[src/rtl/led_pkg.sv]
// Shared mode encoding and counter-width helpers for the LED pattern generator.
package led_pkg;

    localparam int MODE_W = 2;

    typedef enum logic [MODE_W-1:0] {
        LED_ROT_L  = 2'd0,
        LED_ROT_R  = 2'd1,
        LED_COUNT  = 2'd2,
        LED_BOUNCE = 2'd3
    } led_mode_e;

    function automatic int cnt_width(input int n);
        return (n > 1) ? $clog2(n) : 1;
    endfunction

    function automatic int step_period(input int step_ticks, input logic [MODE_W-1:0] speed);
        int p;
        p = step_ticks >> speed;
        return (p < 1) ? 1 : p;
    endfunction

endpackage

[src/rtl/tick_gen.sv]
// Prescaler producing a single-cycle tick enable once every DIV enabled cycles.
// Latency: tick decodes the count register directly, high on the cycle the count is DIV-1.
// Backpressure: none; en=0 freezes the count, clr restarts it from zero.
module tick_gen
    import led_pkg::*;
#(
    parameter int DIV = 25000
) (
    input  logic clk_25mhz,
    input  logic rst,
    input  logic en,
    input  logic clr,
    output logic tick
);

    localparam int             W    = cnt_width(DIV);
    localparam logic [W-1:0]   LAST = W'(DIV - 1);

    logic [W-1:0] cnt;

    // A clear cycle never produces a tick, so a restart always runs a full period.
    assign tick = en && !clr && (cnt == LAST);

    always_ff @(posedge clk_25mhz) begin
        if (rst || clr) begin
            cnt <= '0;
        end else if (en) begin
            cnt <= (cnt == LAST) ? '0 : cnt + W'(1);
        end
    end

endmodule

[src/rtl/led_pattern_gen.sv]
// LED pattern generator: rotate/count/bounce patterns stepped from a tick time base (bounce via LED_BOUNCE_EN).
// Latency: led, dir and step_pulse are registered and change together on the stepping edge.
// Backpressure: run=0 freezes all counters and the pattern; a mode change restarts the step period.
module led_pattern_gen
    import led_pkg::*;
#(
    parameter int N_LED      = 4,
    parameter int TICK_DIV   = 25000,
    parameter int STEP_TICKS = 200
) (
    input  logic              clk_25mhz,
    input  logic              rst,
    input  logic              run,
    input  logic [1:0]        mode,
    input  logic [1:0]        speed,
    output logic [N_LED-1:0]  led,
    output logic              step_pulse,
    output logic              dir
);

    localparam int SW = cnt_width(STEP_TICKS);

    logic [MODE_W-1:0] mode_q;
    logic              mode_chg;
    logic              tick;
    logic              step_now;
    logic [SW-1:0]     step_cnt;
    logic [SW-1:0]     step_cnt_nxt;
    logic [SW-1:0]     period_m1;
    logic [N_LED-1:0]  led_nxt;
`ifdef LED_BOUNCE_EN
    logic              dir_q;
    logic              dir_nxt;
`endif

    assign mode_chg  = (mode != mode_q);
    assign period_m1 = SW'(step_period(STEP_TICKS, speed) - 1);

    tick_gen #(
        .DIV (TICK_DIV)
    ) u_tick_gen (
        .clk_25mhz (clk_25mhz),
        .rst       (rst),
        .en        (run),
        .clr       (mode_chg),
        .tick      (tick)
    );

    always_comb begin
        // ">=" lets a speed change that shortens the period end the step on the next tick.
        step_now     = tick && (step_cnt >= period_m1);
        step_cnt_nxt = step_cnt;
        led_nxt      = led;
`ifdef LED_BOUNCE_EN
        dir_nxt      = dir_q;
`endif
        if (mode_chg) begin
            step_now     = 1'b0;
            step_cnt_nxt = '0;
            led_nxt      = N_LED'(1);
`ifdef LED_BOUNCE_EN
            dir_nxt      = 1'b0;
`endif
        end else if (tick) begin
            step_cnt_nxt = step_now ? '0 : step_cnt + SW'(1);
            if (step_now) begin
                case (led_mode_e'(mode_q))
                    LED_ROT_R: led_nxt = (led >> 1) | (led << (N_LED - 1));
                    LED_COUNT: led_nxt = led + N_LED'(1);
`ifdef LED_BOUNCE_EN
                    LED_BOUNCE: begin
                        if (N_LED > 1) begin
                            if (!dir_q) begin
                                led_nxt = led << 1;
                                if (led_nxt[N_LED-1]) dir_nxt = 1'b1;
                            end else begin
                                led_nxt = led >> 1;
                                if (led_nxt[0]) dir_nxt = 1'b0;
                            end
                        end
                    end
`endif
                    default:   led_nxt = (led << 1) | (led >> (N_LED - 1));
                endcase
            end
        end
    end

    always_ff @(posedge clk_25mhz) begin
        if (rst) begin
            mode_q     <= mode;
            step_cnt   <= '0;
            led        <= N_LED'(1);
            step_pulse <= 1'b0;
`ifdef LED_BOUNCE_EN
            dir_q      <= 1'b0;
`endif
        end else begin
            mode_q     <= mode;
            step_cnt   <= step_cnt_nxt;
            led        <= led_nxt;
            step_pulse <= step_now;
`ifdef LED_BOUNCE_EN
            dir_q      <= dir_nxt;
`endif
        end
    end

`ifdef LED_BOUNCE_EN
    assign dir = dir_q;
`else
    assign dir = 1'b0;
`endif

endmodule

[config.mk]
export PLATFORM = sky130hd
export DESIGN_NAME = led_pattern_gen
export DESIGN_NICKNAME = d
export VERILOG_FILES = /design/src/rtl/led_pkg.sv /design/src/rtl/tick_gen.sv /design/src/rtl/led_pattern_gen.sv
export SDC_FILE = /design/constraint.sdc
export NUM_CORES = 1
export LEC_CHECK = 0
export ABC_AREA = 1
export CAP_MARGIN = 20
export CORE_MARGIN = 3
export CORE_UTILIZATION = 55
export DETAILED_ROUTE_END_ITERATION = 10
export MAX_ROUTING_LAYER = met4
export PLACE_DENSITY = 0.83
export SLEW_MARGIN = 20
export SYNTH_ARGS = -nofsm -noshare
export SYNTH_HDL_FRONTEND = slang
export SYNTH_SLANG_ARGS = --single-unit
[constraint.sdc]
create_clock -name clk_25mhz -period 3.86 [get_ports clk_25mhz]
set_clock_uncertainty 0.15 [all_clocks]
set_input_delay 0.772 -clock clk_25mhz [delete_from_list [all_inputs] [get_ports clk_25mhz]]
set_output_delay 0.772 -clock clk_25mhz [all_outputs]
set_load 0.1 [all_outputs]
# After elaboration in Yosys (flattened, before gate mapping)
# Index checks and enable logic that the tools add are counted.
# op_classes
order_cmp	2
n_reduce_logical	7
eq_ne	4
shift	1
addsub	4
n_bitwise	2
n_mux	4
# op_table
op	n
$lt A32 B2 Y1 const B	1
$shr A8 B2 Y32 const A	1
$mux W8	2
$add A15 B1 Y15 const B	1
$eq A15 B15 Y1 const B	1
$mux W15	1
$add A8 B1 Y8 const B	1
$ge A8 B8 Y1	1
$pmux W4 S2	1
$sub A8 B2 Y8 const B	1
$add A4 B1 Y4 const B	1
$or A3 B4 Y4	1
$or A4 B1 Y4	1
$logic_and A1 B1 Y1	3
$eq A2 B1 Y1 const B	1
$eq A2 B2 Y1 const B	1
$ne A2 B2 Y1	1
$reduce_and A2 Y1	1
$reduce_or A2 Y1	1
$logic_not A1 Y1	1
$logic_or A1 B1 Y1	1
# totals
word_cells	29
ff_bits	30
input_bits	7
out_inout_bits	6

# Depth between registers and ports, before layout
# depth
ltp_word	7
ltp_mapped	13
depth_no_buf	13

# Modules after synthesis
# Synthesis repeated with hierarchy kept, for this count alone.
# unflattened
hier_cells	266
hier_area_um2	1878.1
# modules_own_cells
mod	n_inst	seq_area_each_um2	area_per_inst_um2	cells_each
led_pattern_gen	1	300.3	1036.0	135
tick_gen	1	300.3	842.1	131

# Least setup slack after synthesis
# No wires, ideal clock.
# synth_path
kind	input -> register
start	input port speed[1]
end	register step_cnt[2]
stages	10
required_ns	3.596
arrival_ns	1.985
setup_ns	0.114
path_slack_ns	1.611
path_buffers	0
path_cell_list	inv_1 -> ha_1 -> inv_1 -> ha_1 -> a21oi_1 -> o21a_1 -> nand2_1 -> nand2_2 -> nand2_4 -> nor2_1
# synth_via
elab_chain_len	7
# synth_lines
element	line	source
from (decl)	led_pattern_gen.sv:15	input logic [1:0] speed,
$shr A8 B2 Y32 (*)	led_pkg.sv:19	p = step_ticks >> speed;
$lt A32 B2 Y1	led_pkg.sv:20	return (p < 1) ? 1 : p;
$mux W8 (*)	led_pkg.sv:20	
$sub A8 B2 Y8 (*)	led_pattern_gen.sv:37	assign period_m1 = SW'(step_period(STEP_TICKS, speed) - 1);
$ge A8 B8 Y1 (*)	led_pattern_gen.sv:51	step_now = tick && (step_cnt >= period_m1);
$logic_and A1 B1 Y1 (*)	led_pattern_gen.sv:51	
$mux W8 (*)	led_pattern_gen.sv:65	step_cnt_nxt = step_now ? '0 : step_cnt + SW'(1);
to (signal assigned)	led_pattern_gen.sv:100	step_cnt <= step_cnt_nxt;
to (decl)	led_pattern_gen.sv:27	logic [SW-1:0] step_cnt;
# Mark *: on every way between the ends. The rest lies on a longest branch, timed or not.
# A chain may end at the register's enable or synchronous reset.

# Worst setup path after layout
# layout_path
start	register led[2]
end	output port led[2]
# layout_lines
element	line	source
from (decl)	led_pattern_gen.sv:16	output logic [N_LED-1:0] led,
from (signal assigned)	led_pattern_gen.sv:101	led <= led_nxt;
# No word-level cell between the ends.

==> reports/metrics.cfg <==
[finish]
area_delta_synth_final_pct = 10.3
nFillCells = 306
fin_util_pct = 63.6
instances_no_fill = 357
drive_gt1_share_pct = 9.65
diodes = 0
finalInstanceArea_sq_um = 2160
fin_nets = 332

[power]
power_mw = 0.566
p_seq_share_pct = 55.2
p_per_area_nw_per_um2 = 263
comb_power_share_pct = 10.1
p_int_mw = 0.419
power_frac_clock_pct = 34.7
leakage_nw = 0.914
switchingPower_mw = 0.147
power.share.switching_pct = 26.0
vdd_ir_drop_max_mv = 0.192

[yosys]
yosysUniqueCellTypes = 29
synth_fa_ha_area_share_pct = 9.60
synth.most_common_cell = nand2_1
muxShareOfSynthArea_pct = 0
synth_top_family_by_area = simple AND/OR/NAND/NOR gates
synth_compound_area_share_pct = 7.87
synth_seq_cells = 30
synth_top_area_share_pct = 30.7
synth-simple-area-share_pct = 40.5
syn_inst = 295
yosysSeqAreaShare_pct = 30.7
yosys.area.top_type = dfxtp_1
synth_area_per_cell_sq_um = 6.62
synth_commonest_cells = nand2_1 (72), nor2_1 (45), inv_1 (38)
postSynth.asyncResetShare_pct = 0
yosys-top-cells-area = dfxtp_1 (31%), nand2_1 (14%), ha_1 (9.6%)
syn_area_sq_um = 1950
synth_ff_type = dfxtp_1
syn_nets = 317
synth_edf_count = 0
ys_warn_count = 0
synth-xor-area-share_pct = 1.34

[die]
core_area_sq_um = 3390
ios = 13
start_util_pct = 57.7
rows = 21
die_area_sq_um = 4300
die_w_um = 65.6
die_h_um = 65.6

[drt]
routed_wl_mm = 3.92
vias_per_cell = 5.02
drtIter0Drc = 98
drc = 0
wl_per_cell_um = 11.0
vias = 1792
first_pass_iters = 5
ant_nets = 0

[sta]
worstMarginPinSlew_ns = 0.966
fin_crit_sh_pct = 75.5
fmax_mhz = 343
fin_crit_ns = 2.92
hold_slack_ns = 0.353
slew_violations = 0
hold_viol = 0
worst_slack_ns = 0.945
rsz0062_at_grt = no
setup_viol = 0
setup_tns_ns = 0
max_slew_margin_pct = 35.4

[cts]
htreeDepth = 2
clockBufferDepth = 2
cts_tree = built
cts_hold_buf = 0
clock_latency_ns = 0.33
cts_resized = 0
cts.sinks = 30
cts_buffers = 5
cts_setup_buffers = 0
clkSlewWorstSetupHoldPaths_ns = 0.10
cts-root-buf = clkbuf_4

[worst_setup_path]
cpPeakStageDelay_ns = 1.18
cpLargestDelayFamily = buffers and inverters
cp_data_arrival_time_ns = 1.99
cpMaxStageDelayCell = clkdlybuf4s50_1
required_ns = 2.94
worstSetupPathType = flop to output pin
cp-start-kind = flop
critPathCaptureType = output pin
crit_fanout = 7
crit_chain = clkdlybuf4s50_1
critical_path_buf_inv_count = 1

[placement]
dp_hpwl_mm = 3.01
placed_cell_area_sq_um = 2100
io_buffers = 11
dp.cells = 349
place_ws_ns = 0.859
place.gp.congestion = 0.919

[global_routing]
antenna_found_initial = 0
track_usage_pct = 20.6
grt_max_degree = 16
grt_pass1_vias = 1658
grt_pass1_wl_mm = 6.76
grt-ovfl-total = 0

[worst_hold_path]
hp-class = flop to flop

[run_status]
outcome = finished, final reports clean

[run]
max_cap_violations = 0

## logic make-up after synthesis
| kind of cell | Yosys count |
|---|---|
| adders and majority gates | 15 |
| other | 1 |
| AOI/OAI and AO/OA | 28 |
| buffers and inverters | 46 |
| DFF | 30 |
| and+or+nand+nor | 172 |
| xor gates and xnor gates | 3 |
## power groups by stage
stage | Sequential, mW | Combinational [mW] | Clock (mW)
finish | 0.313 | 0.0569 | 0.197
floorplan | 0.320 | 0.0424 | 0
global route | 0.313 | 0.0640 | 0.216
global placement | 0.320 | 0.0555 | 0
detailed placement | 0.320 | 0.0571 | 0
CTS | 0.313 | 0.0575 | 0.199
## sequential cells by signal (all words and copies together), names as in the netlist
signal          flops
led                 4
mode_q              2
step_cnt            8
step_pulse          1
u_tick_gen.cnt     15
## layout by cell type, fill, tap and decap left out, types with 4 or more instances in the layout
master           count
clkdlybuf4s50_1     11
ha_1                15
inv_2                4
nand2_1             72
nor2_1              45
o21ai_0              6
nor3_1               8
nand2_2              6
clkbuf_4             5
inv_1               38
a21oi_1             13
nand3_1             21
o21ai_1              5
nand4_1              8
dfxtp_1             30
## layer usage
layer / up-vias / GRT usage, % / wire length, um
met3: 9 / 4.62 / 176
li1: 965 / - / -
met5: - / - / 0
met4: 0 / 6.74 / 70
met2: 40 / 34.3 / 1820
met1: 778 / 24.7 / 1850
## worst paths after layout
path / depth (start not counted) / to / start / slack, ns
worst max-delay path: 1 / led[2] / led[2] / 0.94
worst min-delay path: 2 / u_tick_gen.cnt[0] / u_tick_gen.cnt[0] / 0.35
worst max register to register: 10 / step_cnt[7] / u_tick_gen.cnt[0] / 1.97
worst min register to register: 2 / u_tick_gen.cnt[0] / u_tick_gen.cnt[0] / 0.35
## area by class of cell
type / instances / area (sq um) / area share, %
Clock buffer: 7 / 55.1 / 2.55
Sequential cell: 30 / 601 / 27.9
Inverter: 43 / 164 / 7.60
Timing Repair Buffer: 11 / 110 / 5.11
Tap cell: 46 / 57.6 / 2.67
Clock inverter: 1 / 5.00 / 0.232
Multi-Input combinational cell: 219 / 1160 / 54.0
(Power assumes the default switching activity.)
